<file path="src/rtl/cpu_pkg.sv">
// rtl/cpu_pkg.sv - opcode constants, sequencer states and step limit shared by sequencer and decoder
package cpu_pkg;

  localparam int MAX_STEP = 4;

  localparam logic [3:0] NOP = 4'd0;
  localparam logic [3:0] LDA = 4'd1;
  localparam logic [3:0] ADD = 4'd2;
  localparam logic [3:0] SUB = 4'd3;
  localparam logic [3:0] STA = 4'd4;
  localparam logic [3:0] LDI = 4'd5;
  localparam logic [3:0] JMP = 4'd6;
  localparam logic [3:0] JC  = 4'd7;
  localparam logic [3:0] JZ  = 4'd8;
  localparam logic [3:0] OUT = 4'd14;
  localparam logic [3:0] HLT = 4'd15;

  typedef enum logic [1:0] {ST_RUN, ST_PAUSE, ST_HALT} seq_state_t;

endpackage

</file>
<file path="src/rtl/cpu_sequencer_if.sv">
// rtl/cpu_sequencer_if.sv - decoder/board-control signals between the sequencer and its environment
interface cpu_sequencer_if #(
  parameter int BUS_W  = 8,
  parameter int OPC_W  = 4,
  parameter int STEP_W = 3
) ();

  logic                   run;
  logic                   step_req;
  logic [BUS_W-1:0]       bus_in;
  logic                   ir_load;
  logic                   flag_load;
  logic                   hlt_req;
  logic                   alu_zero;
  logic                   alu_carry;
  logic [STEP_W-1:0]      step;
  logic [OPC_W-1:0]       instruction;
  logic [BUS_W-OPC_W-1:0] operand;
  logic                   zf;
  logic                   cf;
  logic                   cycle_en;
  logic                   halted;

  modport slave (
    input  run, step_req, bus_in, ir_load, flag_load, hlt_req, alu_zero, alu_carry,
    output step, instruction, operand, zf, cf, cycle_en, halted
  );

  modport master (
    output run, step_req, bus_in, ir_load, flag_load, hlt_req, alu_zero, alu_carry,
    input  step, instruction, operand, zf, cf, cycle_en, halted
  );

endinterface

</file>
<file path="src/rtl/seq_step_len.sv">
// rtl/seq_step_len.sv - opcode to last micro-step table; STEP_SKIP_EN shortens instructions that need fewer steps
module seq_step_len
  import cpu_pkg::*;
#(
  parameter int OPC_W         = 4,
  parameter int STEP_W        = 3,
  parameter int LAST_STEP_MAX = 4
) (
  input  logic [OPC_W-1:0]  opcode_i,
  output logic [STEP_W-1:0] last_step_o
);

`ifdef STEP_SKIP_EN
  always_comb begin
    last_step_o = STEP_W'(2);
    case (opcode_i)
      LDA, STA: last_step_o = STEP_W'(3);
      ADD, SUB: last_step_o = STEP_W'(LAST_STEP_MAX);
      default:  last_step_o = STEP_W'(2);
    endcase
  end
`else
  // Fixed-length instructions: the opcode does not matter.
  logic unused_opcode;
  assign unused_opcode = ^opcode_i;
  assign last_step_o   = STEP_W'(LAST_STEP_MAX);
`endif

endmodule

</file>
<file path="src/rtl/cpu_sequencer.sv">
// rtl/cpu_sequencer.sv - micro-step sequencer with IR, flags, halt latch and run/pause/single-step clock enable
// Instruction length comes from seq_step_len, which honours STEP_SKIP_EN.
module cpu_sequencer #(
  parameter int BUS_W    = 8,
  parameter int OPC_W    = 4,
  parameter int STEP_W   = 3,
  parameter int MAX_STEP = cpu_pkg::MAX_STEP
) (
  input logic            clk,
  input logic            rst,
  cpu_sequencer_if.slave sif
);
  import cpu_pkg::seq_state_t;
  import cpu_pkg::ST_RUN;
  import cpu_pkg::ST_PAUSE;
  import cpu_pkg::ST_HALT;

  seq_state_t             state_q, state_d;
  logic [STEP_W-1:0]      step_q, step_d;
  logic [OPC_W-1:0]       instr_q, instr_d;
  logic [BUS_W-OPC_W-1:0] opnd_q, opnd_d;
  logic                   zf_q, zf_d;
  logic                   cf_q, cf_d;
  logic                   step_req_q;
  logic                   step_pulse;
  logic                   cycle_en;
  logic [STEP_W-1:0]      last_step;

  seq_step_len #(
    .OPC_W        (OPC_W),
    .STEP_W       (STEP_W),
    .LAST_STEP_MAX(MAX_STEP)
  ) u_step_len (
    .opcode_i   (instr_q),
    .last_step_o(last_step)
  );

  assign step_pulse = sif.step_req & ~step_req_q;

  always_comb begin
    cycle_en = 1'b0;
    state_d  = state_q;
    step_d   = step_q;
    instr_d  = instr_q;
    opnd_d   = opnd_q;
    zf_d     = zf_q;
    cf_d     = cf_q;

    case (state_q)
      ST_RUN: begin
        cycle_en = 1'b1;
        if (!sif.run) state_d = ST_PAUSE;
      end
      ST_PAUSE: begin
        cycle_en = step_pulse;
        if (sif.run) state_d = ST_RUN;
      end
      default: begin
        cycle_en = 1'b0;
        state_d  = ST_HALT;
      end
    endcase

    if (cycle_en) begin
      // Halting freezes the step counter on the HLT step and overrides any run change.
      if (sif.hlt_req) begin
        state_d = ST_HALT;
      end else if (step_q == last_step) begin
        step_d = '0;
      end else begin
        step_d = step_q + STEP_W'(1);
      end
      if (sif.ir_load) {instr_d, opnd_d} = sif.bus_in;
      if (sif.flag_load) begin
        zf_d = sif.alu_zero;
        cf_d = sif.alu_carry;
      end
    end
  end

  always_ff @(posedge clk) begin
    if (rst) begin
      state_q    <= ST_PAUSE;
      step_q     <= '0;
      instr_q    <= '0;
      opnd_q     <= '0;
      zf_q       <= 1'b0;
      cf_q       <= 1'b0;
      step_req_q <= 1'b0;
    end else begin
      state_q    <= state_d;
      step_q     <= step_d;
      instr_q    <= instr_d;
      opnd_q     <= opnd_d;
      zf_q       <= zf_d;
      cf_q       <= cf_d;
      step_req_q <= sif.step_req;
    end
  end

  assign sif.step        = step_q;
  assign sif.instruction = instr_q;
  assign sif.operand     = opnd_q;
  assign sif.zf          = zf_q;
  assign sif.cf          = cf_q;
  assign sif.cycle_en    = cycle_en;
  assign sif.halted      = (state_q == ST_HALT);

endmodule

</file>
<file path="src/flat_wrapper.sv">
// flat-port wrapper written by rule: the top's interface ports become plain ports
module cpu_sequencer_flat import cpu_pkg::seq_state_t; import cpu_pkg::ST_RUN; import cpu_pkg::ST_PAUSE; import cpu_pkg::ST_HALT;
#(
  parameter int BUS_W    = 8,
  parameter int OPC_W    = 4,
  parameter int STEP_W   = 3,
  parameter int MAX_STEP = cpu_pkg::MAX_STEP
)
  (clk, rst, sif_run, sif_step_req, sif_bus_in, sif_ir_load, sif_flag_load, sif_hlt_req, sif_alu_zero, sif_alu_carry, sif_step, sif_instruction, sif_operand, sif_zf, sif_cf, sif_cycle_en, sif_halted);
  cpu_sequencer_if #(.BUS_W(BUS_W), .OPC_W(OPC_W), .STEP_W(STEP_W)) sif_i ();
  input logic clk;
  input logic rst;
  input wire logic [$bits(sif_i.run)-1:0] sif_run;
  input wire logic [$bits(sif_i.step_req)-1:0] sif_step_req;
  input wire logic [$bits(sif_i.bus_in)-1:0] sif_bus_in;
  input wire logic [$bits(sif_i.ir_load)-1:0] sif_ir_load;
  input wire logic [$bits(sif_i.flag_load)-1:0] sif_flag_load;
  input wire logic [$bits(sif_i.hlt_req)-1:0] sif_hlt_req;
  input wire logic [$bits(sif_i.alu_zero)-1:0] sif_alu_zero;
  input wire logic [$bits(sif_i.alu_carry)-1:0] sif_alu_carry;
  output wire logic [$bits(sif_i.step)-1:0] sif_step;
  output wire logic [$bits(sif_i.instruction)-1:0] sif_instruction;
  output wire logic [$bits(sif_i.operand)-1:0] sif_operand;
  output wire logic [$bits(sif_i.zf)-1:0] sif_zf;
  output wire logic [$bits(sif_i.cf)-1:0] sif_cf;
  output wire logic [$bits(sif_i.cycle_en)-1:0] sif_cycle_en;
  output wire logic [$bits(sif_i.halted)-1:0] sif_halted;
  assign sif_i.run = sif_run;
  assign sif_i.step_req = sif_step_req;
  assign sif_i.bus_in = sif_bus_in;
  assign sif_i.ir_load = sif_ir_load;
  assign sif_i.flag_load = sif_flag_load;
  assign sif_i.hlt_req = sif_hlt_req;
  assign sif_i.alu_zero = sif_alu_zero;
  assign sif_i.alu_carry = sif_alu_carry;
  assign sif_step = sif_i.step;
  assign sif_instruction = sif_i.instruction;
  assign sif_operand = sif_i.operand;
  assign sif_zf = sif_i.zf;
  assign sif_cf = sif_i.cf;
  assign sif_cycle_en = sif_i.cycle_en;
  assign sif_halted = sif_i.halted;
  cpu_sequencer #(.BUS_W(BUS_W), .OPC_W(OPC_W), .STEP_W(STEP_W), .MAX_STEP(MAX_STEP)) u_core (.clk(clk), .rst(rst), .sif(sif_i));
endmodule
</file>
<file path="config.mk">
export PLATFORM = sky130hd
export DESIGN_NAME = cpu_sequencer_flat
export DESIGN_NICKNAME = d
export VERILOG_FILES = /design/src/rtl/cpu_pkg.sv /design/src/rtl/cpu_sequencer_if.sv /design/src/rtl/seq_step_len.sv /design/src/rtl/cpu_sequencer.sv /design/src/flat_wrapper.sv
export SDC_FILE = /design/constraint.sdc
export NUM_CORES = 1
export LEC_CHECK = 0
export ABC_AREA = 1
export CORE_ASPECT_RATIO = 0.75
export CORE_MARGIN = 2
export CORE_UTILIZATION = 40
export DETAILED_ROUTE_END_ITERATION = 8
export PLACE_DENSITY = 0.87
export SLEW_MARGIN = 30
export SYNTH_ARGS = -nofsm -noshare
export SYNTH_HDL_FRONTEND = slang
export SYNTH_SLANG_ARGS = --single-unit
</file>
<file path="constraint.sdc">
create_clock -name clk -period 1.1 [get_ports clk]
set_input_delay 0.22 -clock clk [delete_from_list [all_inputs] [get_ports clk]]
set_output_delay 0.22 -clock clk [all_outputs]
set_load 0.05 [all_outputs]
</file>
# Word level (Yosys, flattened, before mapping)
# Cells that the tools add are included.
# W data, S select, Z words.
[totals]
out_inout_bits = 15
ff_bits = 16
inputBits = 17
[op_classes]
n_bitwise = 3
addsub = 1
eq_ne = 3
mux = 7
reduce_logical = 4
[ops]
columns = ["op", "count"]
rows = [
  ["$mux W2", 4],
  ["$reduce_and A2 Y1", 3],
  ["$pmux W2 S2", 1],
  ["$add A3 B1 Y3 const B", 1],
  ["$eq A3 B3 Y1 const B", 1],
  ["$mux W3", 1],
  ["$eq A2 B1 Y1 const B", 1],
  ["$eq A2 B2 Y1 const B", 1],
  ["$logic_not A2 Y1", 1],
  ["$not A1 Y1", 2],
  ["$pmux W1 S2", 1],
  ["$and A1 B1 Y1", 1],
]

# Longest topological paths before layout
[depth]
depth_word = 4
ltp_mapped = 8

# By module
# From an unflattened synthesis, not the netlist that was laid out.
[unflattened]
hier_cells = 98
area_unflattened_um2 = 721.9
[by_module_without_submodules]
columns = ["mod", "area_per_inst_um2", "cells_each", "seq_area_each_um2", "instances"]
rows = [
  ["cpu_sequencer", 691.9, 93, 320.3, 1],
  ["seq_step_len", 30.0, 5, 0.0, 1],
]

# Worst setup path before layout
# No wires, ideal clock.
[synth_path]
kind = "register to output"
start = "register u_core.step_req_q"
end = "output sif_cycle_en"
n_path_buf = 0
required_ps = 880
path_slack_ps = -282
path_stages_with_launch = 4
t_arrival_ps = 1162
path_cell_list = "dfxtp_1 > inv_1 > nand2_2 > a21oi_1"
[synth_between]
elab_chain_cells = 3
[synth_rtl]
columns = ["item", "line", "text"]
rows = [
  ["start: declaration", "cpu_sequencer.sv:24", "logic step_req_q;"],
  ["start signal: assignment", "cpu_sequencer.sv:97", "step_req_q <= sif.step_req;"],
  ["$not A1 Y1", "cpu_sequencer.sv:38", "assign step_pulse = sif.step_req & ~step_req_q;"],
  ["$and A1 B1 Y1", "cpu_sequencer.sv:38", ""],
  ["$pmux W1 S2", "cpu_sequencer.sv:49", "case (state_q)"],
  ["end: declaration", "flat_wrapper.sv:26", "output wire logic [$bits(sif_i.cycle_en)-1:0] sif_cycle_en;"],
]
# Every way passes these cells.

# Worst setup path after layout
[layout_path]
start = "register u_core.state_q[0]"
end = "output sif_cycle_en"
[layout_between]
elab_chain_cells = 2
elab_cells_between_ends = 3
cone_classes = "eq/ne (1); mux (1); reduce/logical (1)"
[layout_rtl]
columns = ["item", "line", "text"]
rows = [
  ["start: declaration", "cpu_sequencer.sv:18", "seq_state_t state_q, state_d;"],
  ["start signal: assignment", "cpu_sequencer.sv:91", "state_q <= state_d;"],
  ["$eq A2 B1 Y1 or $logic_not A2 Y1 (tied branches)", "cpu_sequencer.sv:49", ""],
  ["$pmux W1 S2 *", "cpu_sequencer.sv:49", ""],
]
# Every way passes the cells marked *; elsewhere a longest branch is shown, timed or not.

==> results_dict.tcl <==
set metrics [dict create \
    dieArea_um2 2190 \
    ant_nets 0 \
    synth_area_um2 732 \
    coreArea_um2 1720 \
    wl_per_cell_um 13.8 \
    power_w 0.00178 \
    final.min_clock_period_ns 1.24 \
    grt_max_degree 12 \
    min_from "sif_step_req" \
    dp_slack_ns -0.324 \
    rsz0062_at_grt "true" \
    fin_area_um2 1440 \
    ys_seq_elements 16 \
    grt_overflow 0 \
    final.setup.worst_slack_ns -0.135 \
    drc 0 \
    ctsHoldBuffers 0 \
    finalCritPeriodShare 1.12 \
    clock-skew-final_ns 0.00592 \
    start_util 0.425 \
    first_iter_violations 17 \
    yosysWarnings 0 \
    grt_pass1_vias 731 \
    die_h_um 41.0 \
    totalWireLength_um 2350 \
    crit_type "reg2out" \
    netlist_instances 107 \
    cpPeakStageDelay_ns 0.40 \
    dr.pass1.iters 4 \
    run_status "finished with violations" \
    antenna_found_initial 0 \
    worstHoldEndpoint "u_core.step_req_q" \
    synth.distinct_cells 15 \
    hold_viol 0 \
    leakage_nw 0.657 \
    reg2reg_from "u_core.step_req_q" \
    layout-drive-gt1-share 0.392 \
    path_cells "a21oi_4, buf_12" \
    maxCapViolations 0 \
    arrival_ns 1.02 \
    finalSetupViolCount 5 \
    worstPathRequired_ns 0.88 \
    tns_ns -0.366 \
    grt_first_pass_wirelength_um 3220 \
    htreeDepth 1 \
    finalNetCount 168 \
    hpwl_um 1490 \
    hp-class "in2reg" \
    cts_inserted_buffers 3 \
    critPathCaptureType "output port" \
    clk_latency_ns 0.29 \
    startpoint_type "flop" \
    syn2layout_area_growth_pct 96.4 \
    worst-r2r-setup-slack_ns -0.05 \
    antenna_cells 0 \
    ys_seq_area_frac 0.438 \
    port_buffers 31 \
    ioPinCount 32 \
    slew_viol_final 0 \
    worstHoldPathCells 3 \
    place_area_um2 1260 \
    syn_avg_cell_area_um2 6.84 \
    die_w_um 53.4 \
    path_max_fanout 3 \
    path_clk_slew_ns 0.10 \
    rows 13 \
    grtUsageTotal 0.216 \
    syn-num-nets 126 \
    r2r-end "u_core.sif.instruction[2]" \
    tightest_slew_ns 0.228 \
    gp_congestion 0.687 \
    via_per_inst 4.71 \
    power.density_nw_per_um2 1240 \
    clock-sinks 16 \
    r2r_cells 7 \
    crit_slowest_cell "dfxtp_4" \
    vdd_drop_max_mv 0.917 \
    max_freq_mhz 809 \
    cts_tree "done" \
    violations "setup timing" \
    max_slew_margin 0.848 \
    via_count 801 \
    clock-root-buffer "clkbuf_4" \
    clock_path_buffers 2 \
]
[Yosys cell counts, drive strengths merged]
| cell type | count | area share |
|---|---|---|
| dfxtp | 16 | 0.44 |
| a21oi | 3 | 0.021 |
| ha | 2 | 0.034 |
| buf | 2 | 0.026 |
| nand3 | 3 | 0.038 |
| nor2 | 29 | 0.15 |
| nand4 | 2 | 0.017 |
| inv | 19 | 0.097 |
| nand2 | 30 | 0.17 |
| o21ai | 1 | 0.0068 |
[through the flow]
stage               cells   util  hold slack [ns]
floorplan             107      -            0.289
global placement      162  0.730            0.535
detailed placement    162  0.730            0.548
CTS                   169  0.783            0.309
global route          170  0.834            0.306
finish                170  0.834            0.314
[logic make-up after synthesis]
| family | Yosys count | share of synthesized area |
|---|---|---|
| and+or+nand+nor | 64 | 0.378 |
| buffers and inverters | 21 | 0.123 |
| AOI/OAI and AO/OA | 4 | 0.0273 |
| adders and majority gates | 2 | 0.0342 |
| DFF | 16 | 0.438 |
[state kept, by name, indices dropped and copies added, names as in the netlist]
name                    flops
u_core.sif.step             3
u_core.sif.zf               1
u_core.sif.cf               1
u_core.sif.instruction      4
u_core.state_q              2
u_core.step_req_q           1
u_core.sif.operand          4
[metal layers]
| layer | routed length [µm] | global-route usage | vias to the layer above |
|---|---|---|---|
| li1 | - | - | 397 |
| met3 | 130 | 0.0547 | 6 |
| met5 | 0 | 0 | - |
| met2 | 1270 | 0.401 | 29 |
| met1 | 898 | 0.239 | 369 |
| met4 | 46 | 0.0962 | 0 |
[repair_timing]
action	4_1_cts	5_1_grt
gates cloned	1	0
gates resized for setup	8	24
pin swaps	1	3
buffers inserted	2	1
setup endpoints to repair	4	19
[worst max-delay path by stage]
stage / from / cells after the start / slack, ns / to
2_1_floorplan: u_core.step_req_q / 3 / -0.01 / sif_cycle_en
3_3_place_gp: sif_step_req / 6 / -0.24 / u_core.sif.operand[1]
3_5_place_dp: sif_step_req / 7 / -0.32 / u_core.sif.instruction[1]
4_1_cts: u_core.step_req_q / 4 / -0.18 / sif_cycle_en
5_1_grt: u_core.step_req_q / 4 / -0.18 / sif_cycle_en
6_report: u_core.state_q[0] / 2 / -0.14 / sif_cycle_en
[critical path, delay by kind of cell, from the launching register on]
family          cells  cell delay [ns]
flops               1             0.40
buf+inv             1             0.15
compound gates      1             0.17
[area by class of cell]
cell class	count	area, µm²
multi-input cells	71	430
well taps	22	27.5
clock buffers	4	36.3
repair buffers	38	528
flip-flops and latches	16	342
inverters	19	73.8
fillers	98	287
[power by group]
part | internal (W) | leakage, nW | switching (W)
Combinational | 0.000333 | 0.500 | 0.000359
Clock | 0.000202 | 0.0210 | 0.000192
Sequential | 0.000630 | 0.136 | 0.0000643
[cell usage in the layout (no fill, tap or decap), drive strengths merged]
cell / count
dfxtp: 16
o21ai: 1
nor2: 29
a21oi: 3
ha: 2
buf: 22
nand3: 4
inv: 19
clkbuf: 4
nand4: 2
nand2: 30
clkdlybuf4s50: 15
dlygate4sd2: 1
No activity file was read; power rests on OpenSTA's default activity.
